`config.mk`:
```
export PLATFORM = sky130hd
export DESIGN_NAME = param_config_scheduler
export DESIGN_NICKNAME = d
export VERILOG_FILES = /design/src/rtl/param_sched_pkg.sv /design/src/rtl/param_config_scheduler_rr_arbiter.sv /design/src/rtl/param_config_scheduler.sv
export SDC_FILE = /design/constraint.sdc
export NUM_CORES = 1
export LEC_CHECK = 0
export ABC_AREA = 1
export CORE_MARGIN = 5
export CORE_UTILIZATION = 42
export DETAILED_ROUTE_END_ITERATION = 6
export HOLD_SLACK_MARGIN = 0.1
export PLACE_DENSITY = 0.68
export SYNTH_ARGS = -nofsm -noshare
export SYNTH_HDL_FRONTEND = slang
export SYNTH_HIERARCHICAL = 1
export SYNTH_SLANG_ARGS = --single-unit
```
`constraint.sdc`:
```
create_clock -name clk -period 3.9 [get_ports clk]
set_clock_uncertainty 0.1 [all_clocks]
set_input_delay 0.585 -clock clk [delete_from_list [all_inputs] [get_ports clk]]
set_output_delay 0.585 -clock clk [all_outputs]
set_load 0.02 [all_outputs]
```
`src/rtl/param_sched_pkg.sv`:
```
// Shared types and constants for the parameter-entry scheduler: session states,
// completion status codes and the ASCII digit range.
package param_sched_pkg;

  typedef enum logic [2:0] {
    IDLE       = 3'd0,
    GRANT_WAIT = 3'd1,
    COLLECT    = 3'd2,
    SAMPLE     = 3'd3,
    RELEASE    = 3'd4
  } sched_state_e;

  localparam logic [1:0] ST_OK      = 2'b00;
  localparam logic [1:0] ST_RANGE   = 2'b01;
  localparam logic [1:0] ST_TIMEOUT = 2'b10;

  localparam logic [7:0] ASCII_0 = 8'h30;
  localparam logic [7:0] ASCII_9 = 8'h39;

  function automatic logic is_digit(input logic [7:0] b);
    return (b >= ASCII_0) && (b <= ASCII_9);
  endfunction

endpackage

```
`src/rtl/param_config_scheduler_rr_arbiter.sv`:
```
// Combinational round-robin picker: first set request at or after ptr, wrapping.
// Returns a one-hot winner, its index and a valid flag.
module rr_arbiter #(
  parameter int N  = 4,
  parameter int PW = (N > 1) ? $clog2(N) : 1
) (
  input  logic [N-1:0]  req,
  input  logic [PW-1:0] ptr,
  output logic [N-1:0]  winner,
  output logic [PW-1:0] index,
  output logic          valid
);

  int k;

  // Scan requests starting at ptr; the first hit wins
  always_comb begin
    winner = '0;
    index  = '0;
    valid  = 1'b0;
    k      = 0;
    for (int i = 0; i < N; i++) begin
      k = (int'(ptr) + i) % N;
      if (!valid && req[k[PW-1:0]]) begin
        valid              = 1'b1;
        winner[k[PW-1:0]]  = 1'b1;
        index              = k[PW-1:0];
      end else begin
        valid = valid;
      end
    end
  end

endmodule

```
`src/rtl/param_config_scheduler.sv`:
```
// Time-shares one ASCII parameter parser among NUM_SLOTS requesters and latches results.
// Optional build macro PSCHED_DROP_CNT_EN adds drop_cnt, a count of bytes dropped outside sessions.
module param_config_scheduler
  import param_sched_pkg::*;
#(
  parameter int         NUM_SLOTS        = 4,
  parameter logic [7:0] DEFAULT_VALUE    = 8'd10,
  parameter int         SETTLE_CYC       = 100_000,
  parameter int         IDLE_TIMEOUT_CYC = 500_000_000
) (
  input  logic                   clk,
  input  logic                   rst,
  input  logic                   uart_rx_done,
  input  logic [7:0]             uart_rx_data,
  input  logic [NUM_SLOTS-1:0]   req,
  output logic [NUM_SLOTS-1:0]   ack,
  output logic [1:0]             ack_status,
  output logic [NUM_SLOTS-1:0]   grant,
  output logic                   busy,
  output logic                   set_enable,
  output logic                   set_rx_done,
  output logic [7:0]             set_rx_data,
  input  logic [7:0]             set_param_value,
  input  logic                   set_param_error,
  output logic [NUM_SLOTS*8-1:0] slot_value,
  output logic [NUM_SLOTS-1:0]   slot_err
`ifdef PSCHED_DROP_CNT_EN
  ,output logic [7:0]            drop_cnt
`endif
);

  localparam int PW = $clog2(NUM_SLOTS);
  localparam int SW = $clog2(SETTLE_CYC);
  localparam int IW = $clog2(IDLE_TIMEOUT_CYC);
  localparam logic [SW-1:0] SETTLE_LAST = SW'(SETTLE_CYC - 1);
  localparam logic [IW-1:0] IDLE_LAST   = IW'(IDLE_TIMEOUT_CYC - 1);
  localparam logic [PW-1:0] SLOT_LAST   = PW'(NUM_SLOTS - 1);

  sched_state_e         state_r;
  logic [NUM_SLOTS-1:0] grant_r;
  logic [PW-1:0]        grant_idx_r;
  logic [PW-1:0]        rr_ptr_r;
  logic [SW-1:0]        settle_cnt_r;
  logic [IW-1:0]        idle_cnt_r;
  logic                 rel_second_r;
  logic [NUM_SLOTS-1:0] ack_r;
  logic [1:0]           ack_status_r;
  logic                 en_r;
  logic [7:0]           slot_val_r [NUM_SLOTS];
  logic [NUM_SLOTS-1:0] slot_err_r;

  logic                 session_s;
  logic                 digit_s;
  logic [NUM_SLOTS-1:0] arb_winner_s;
  logic [PW-1:0]        arb_index_s;
  logic                 arb_valid_s;

  rr_arbiter #(.N(NUM_SLOTS), .PW(PW)) u_arb (
    .req    (req),
    .ptr    (rr_ptr_r),
    .winner (arb_winner_s),
    .index  (arb_index_s),
    .valid  (arb_valid_s)
  );

  // Bytes reach the parser only while a session is collecting input
  assign session_s   = (state_r == GRANT_WAIT) || (state_r == COLLECT);
  assign set_rx_done = uart_rx_done & session_s;
  assign set_rx_data = session_s ? uart_rx_data : 8'h00;
  assign digit_s     = set_rx_done && is_digit(uart_rx_data);

  assign grant      = grant_r;
  assign ack        = ack_r;
  assign ack_status = ack_status_r;
  assign set_enable = en_r;
  assign busy       = (state_r != IDLE);
  assign slot_err   = slot_err_r;

  for (genvar g = 0; g < NUM_SLOTS; g++) begin : g_pack
    assign slot_value[8*g +: 8] = slot_val_r[g];
  end

  // Session sequencer: arbitrate, wait for digits, settle, sample, release
  always_ff @(posedge clk) begin
    if (rst) begin
      state_r      <= IDLE;
      grant_r      <= '0;
      grant_idx_r  <= '0;
      rr_ptr_r     <= '0;
      settle_cnt_r <= '0;
      idle_cnt_r   <= '0;
      rel_second_r <= 1'b0;
      ack_r        <= '0;
      ack_status_r <= ST_OK;
      en_r         <= 1'b0;
      slot_err_r   <= '0;
      for (int i = 0; i < NUM_SLOTS; i++) slot_val_r[i] <= DEFAULT_VALUE;
    end else begin
      ack_r        <= '0;
      ack_status_r <= ST_OK;
      case (state_r)
        IDLE: begin
          if (arb_valid_s) begin
            state_r                  <= GRANT_WAIT;
            grant_r                  <= arb_winner_s;
            grant_idx_r              <= arb_index_s;
            en_r                     <= 1'b1;
            slot_err_r[arb_index_s]  <= 1'b0;
            idle_cnt_r               <= '0;
            rr_ptr_r                 <= (arb_index_s == SLOT_LAST) ? '0 : arb_index_s + PW'(1);
          end
        end
        GRANT_WAIT: begin
          // A digit in the timeout cycle still starts collection
          if (digit_s) begin
            state_r      <= COLLECT;
            settle_cnt_r <= '0;
          end else if (idle_cnt_r == IDLE_LAST) begin
            state_r      <= RELEASE;
            en_r         <= 1'b0;
            ack_r        <= grant_r;
            ack_status_r <= ST_TIMEOUT;
            rel_second_r <= 1'b0;
          end else begin
            idle_cnt_r <= idle_cnt_r + IW'(1);
          end
        end
        COLLECT: begin
          if (digit_s) begin
            settle_cnt_r <= '0;
          end else if (settle_cnt_r == SETTLE_LAST) begin
            state_r <= SAMPLE;
          end else begin
            settle_cnt_r <= settle_cnt_r + SW'(1);
          end
        end
        SAMPLE: begin
          state_r      <= RELEASE;
          en_r         <= 1'b0;
          ack_r        <= grant_r;
          rel_second_r <= 1'b0;
          if (set_param_error) begin
            ack_status_r            <= ST_RANGE;
            slot_err_r[grant_idx_r] <= 1'b1;
          end else begin
            ack_status_r            <= ST_OK;
            slot_val_r[grant_idx_r] <= set_param_value;
          end
        end
        RELEASE: begin
          if (!rel_second_r) begin
            rel_second_r <= 1'b1;
          end else begin
            state_r <= IDLE;
            grant_r <= '0;
          end
        end
        default: begin
          state_r <= IDLE;
          grant_r <= '0;
          en_r    <= 1'b0;
        end
      endcase
    end
  end

`ifdef PSCHED_DROP_CNT_EN
  logic [7:0] drop_cnt_r;
  assign drop_cnt = drop_cnt_r;

  // Saturating count of strobes that arrive with no session to receive them
  always_ff @(posedge clk) begin
    if (rst) begin
      drop_cnt_r <= 8'd0;
    end else if (uart_rx_done && !session_s && (drop_cnt_r != 8'hFF)) begin
      drop_cnt_r <= drop_cnt_r + 8'd1;
    end else begin
      drop_cnt_r <= drop_cnt_r;
    end
  end
`endif

endmodule

```
==> impl_metrics.env <==
export IMPL_status="completed"
export IMPL_crit_start="state_r[0]"
export IMPL_dr_total_vias=5660
export IMPL_critPathBufInv=3
export IMPL_cts_resized=0
export IMPL_synth_area_um2=5900
export IMPL_grt_setup_unrepaired="no"
export IMPL_syn_nets=911
export IMPL_cp_top_family="buffers and inverters"
export IMPL_n_antenna_cell=0
export IMPL_fin_crit_sh_pct=80.6
export IMPL_power_density_nw_per_um2=487
export IMPL_syn_area_per_cell_um2=6.74
export IMPL_routed_via_density=4.96
export IMPL_maxCapViolCount=0
export IMPL_ys_ff_latch=101
export IMPL_power_share_switching_pct=42.1
export IMPL_met2_usage_pct=30.3
export IMPL_busiest_layer="met2"
export IMPL_hold_violations=0
export IMPL_endpoint_kind="output port"
export IMPL_place_hpwl_mm=11.1
export IMPL_row_count=43
export IMPL_ant_nets=0
export IMPL_cp_start_kind="register"
export IMPL_p_comb_share_pct=39.4
export IMPL_ys_top_cells_by_area="dfxtp_1, edfxtp_1, nand2_1, nor2_1, inv_1"
export IMPL_setup_slack_ps=756
export IMPL_r2r_end="slot_err[3]"
export IMPL_nNetsFinal=990
export IMPL_cts_buffers=9
export IMPL_die_area_um2=16500
export IMPL_synth_xor_area_share_pct=1.19
export IMPL_core_um2=13800
export IMPL_met1_usage_pct=24.1
export IMPL_maxSlewViolCount=0
export IMPL_grt_pass1_wl_mm=24.7
export IMPL_setup_viol=0
export IMPL_ys_types=40
export IMPL_final_cell_mix="nand2_1, nor2_1, inv_1, clkdlybuf4s50_1, dfxtp_1"
export IMPL_r2r_start="rr_ptr_r[0]"
export IMPL_post_drt_wl_per_cell_um=12.9
export IMPL_cts_max_level=3
export IMPL_fillers=1341
export IMPL_drive_above_1_share_pct=6.25
export IMPL_dp_slack_ps=936
export IMPL_ys_seq_area_share_pct=39.7
export IMPL_ys_warn_count=6
export IMPL_slowest_stage="clkdlybuf4s50_1"
export IMPL_drt_first_pass_iters=5
export IMPL_synth_top_family_by_area="simple AND/OR/NAND/NOR gates"
export IMPL_synth_top_area_share_pct=23.4
export IMPL_drtIter0Drc=386
export IMPL_synth_compound_area_share_pct=8.71
export IMPL_post_cts_setup_buffer_count=0
export IMPL_tightest_slew_ps=689
export IMPL_ys_flop_type="dfxtp_1"
export IMPL_endpoint="set_rx_data[6]"
export IMPL_synthAdderAreaFrac_pct=2.33
export IMPL_ios=81
export IMPL_ys_async_sr_fraction_pct=0
export IMPL_internal_power_uw=2010
export IMPL_crit_type="register to output port"
export IMPL_cts_buffer_depth=2
export IMPL_crit_arrival_ps=2460
export IMPL_grt_util_met3_pct=3.57
export IMPL_cp_common_cell="nand2_4"
export IMPL_gp_congestion=0.934
export IMPL_critPathRequiredTime_ps=3210
export IMPL_seqPwrFrac_pct=35.3
export IMPL_clock_root_buffer="clkbuf_16"
export IMPL_fin_tns_setup_ps=0
export IMPL_numPortBuffers=80
export IMPL_clk_pin_slew_worst_paths_ps=70
export IMPL_reg2reg_depth=12
export IMPL_drc=0
export IMPL_cts_sinks=101
export IMPL_finalCriticalPeriod_ps=3140
export IMPL_vdd_drop_max_v=0.000242
export IMPL_antenna_found_initial=0
export IMPL_yosysTopAreaCell="dfxtp_1"
export IMPL_critPathMaxFanout=28
export IMPL_yosys_mux_area_fraction_pct=0
export IMPL_synth_edff_count=32
export IMPL_fp_dieH_um=129
export IMPL_final_common_cell="nand2_1"
export IMPL_area_delta_synth_final_pct=21.1
export IMPL_grt_pass1_vias=5120
export IMPL_globalRouteOverflowTotal=0
export IMPL_p_switching_uw=1470
export IMPL_die_x_um=129
export IMPL_reg2reg_slack_ps=1010
export IMPL_initial_utilization_pct=42.7
export IMPL_hold_class="register to register"
export IMPL_track_usage_pct=18.1
export IMPL_path_cells="inv_2 -> nor2_4 -> nand2_4 -> nand2_4 -> clkinv_1 -> nor2_1 -> clkdlybuf4s50_1"
export IMPL_power_leakage_uw=0.00265
export IMPL_slew_headroom_pct=54.1
export IMPL_fmax_mhz=318
export IMPL_grt_max_degree=55
export IMPL_routed_wl_mm=14.7
export IMPL_crit_path_max_incr_delay_ps=640
export IMPL_postCtsHoldBufs=0
export IMPL_synthSimpleGateAreaFrac_pct=39.5
export IMPL_clock_latency_ps=360
export IMPL_worstSetupPathDepth=7
export IMPL_cts_tree="built"
export IMPL_pwr_share_clk_pct=25.3
export IMPL_synthesis_instances=876
## cell type report
cell class | count | area, um2 | area share (%)
Clock buffer | 9 | 225 | 3.15
Tap cell | 180 | 225 | 3.15
Inverter | 109 | 412 | 5.76
Clock inverter | 7 | 60.1 | 0.840
Sequential cell | 101 | 2340 | 32.8
Timing Repair Buffer | 85 | 833 | 11.7
Multi-Input combinational cell | 649 | 3050 | 42.7
## cell families (layout without fill, tap and decap cells)
group | count (synthesis) | count (layout)
AOI/OAI and AO/OA | 95 | 95
xor gates and xnor gates | 8 | 8
adders and majority gates | 11 | 11
buffers and inverters | 126 | 210
DFF | 101 | 101
and+or+nand+nor | 535 | 535
## sequential cells by signal, indices dropped and copies added, names as in the netlist
name	flops
ack	4
ack_status	2
grant	4
grant_idx_r	2
idle_cnt_r	29
rel_second_r	1
rr_ptr_r	2
set_enable	1
settle_cnt_r	17
slot_err	4
slot_val_r	32
state_r	3
## power groups by stage
stage          sequential, uW  combinational [uW]  clock, uW
6_report                 1230                1370        879
5_1_grt                  1240                1540        942
4_1_cts                  1230                1380        899
3_5_place_dp             1250                1370          0
3_3_place_gp             1250                1360          0
2_1_floorplan            1270                1000          0
## Yosys cell counts (all sizes together), types with 3 or more instances
cell and n:
nand2 273, nor2 156, inv 108, dfxtp 69
a21oi 65, nand3 58, edfxtp 32, nor3 23
nand4 20, o21ai 15, ha 11, clkbuf 9
buf 8, xor2 5, a21boi 4, o21bai 4
a211oi 3, xnor2 3
## worst reg2reg max path: stages (launching register included)
cell and delay (ps):
dfxtp_1 560, inv_2 200, ha_1 420, inv_1 110, nand2_1 90, nand2_2 60
nor2_4 220, nand4_1 180, nand2_1 290, nand2_1 250, nand2_1 120, a21oi_1 60
nor3_1 170
## worst min-delay path by stage
stage,start,to,slack (ps),cells past startpoint
5_1_grt,grant[0],ack[0],390,2
6_report,grant[0],ack[0],370,2
2_1_floorplan,rel_second_r,rel_second_r,340,2
3_3_place_gp,rel_second_r,rel_second_r,360,2
3_5_place_dp,grant[0],ack[0],360,2
4_1_cts,grant[0],ack[0],370,2
## per-stage QoR
step                      util (%)  cell area (um2)  total power (uW)  instances  hold WS [ps]
after floorplan                  -             5900              2270        876           341
after global placement        49.6             6860              2620       1124           357
after detailed placement      49.6             6860              2630       1124           363
after CTS                     51.7             7150              3510       1140           374
after global routing          51.7             7150              3720       1140           390
final                         51.7             7150              3480       1140           369
## layer usage
| metal | wire length, um | up-vias |
|---|---|---|
| met3 | 796 | 15 |
| met1 | 6810 | 2569 |
| li1 | - | 2956 |
| met5 | 0 | - |
| met4 | 187 | 0 |
| met2 | 6880 | 120 |
(Power assumes the default switching activity.)
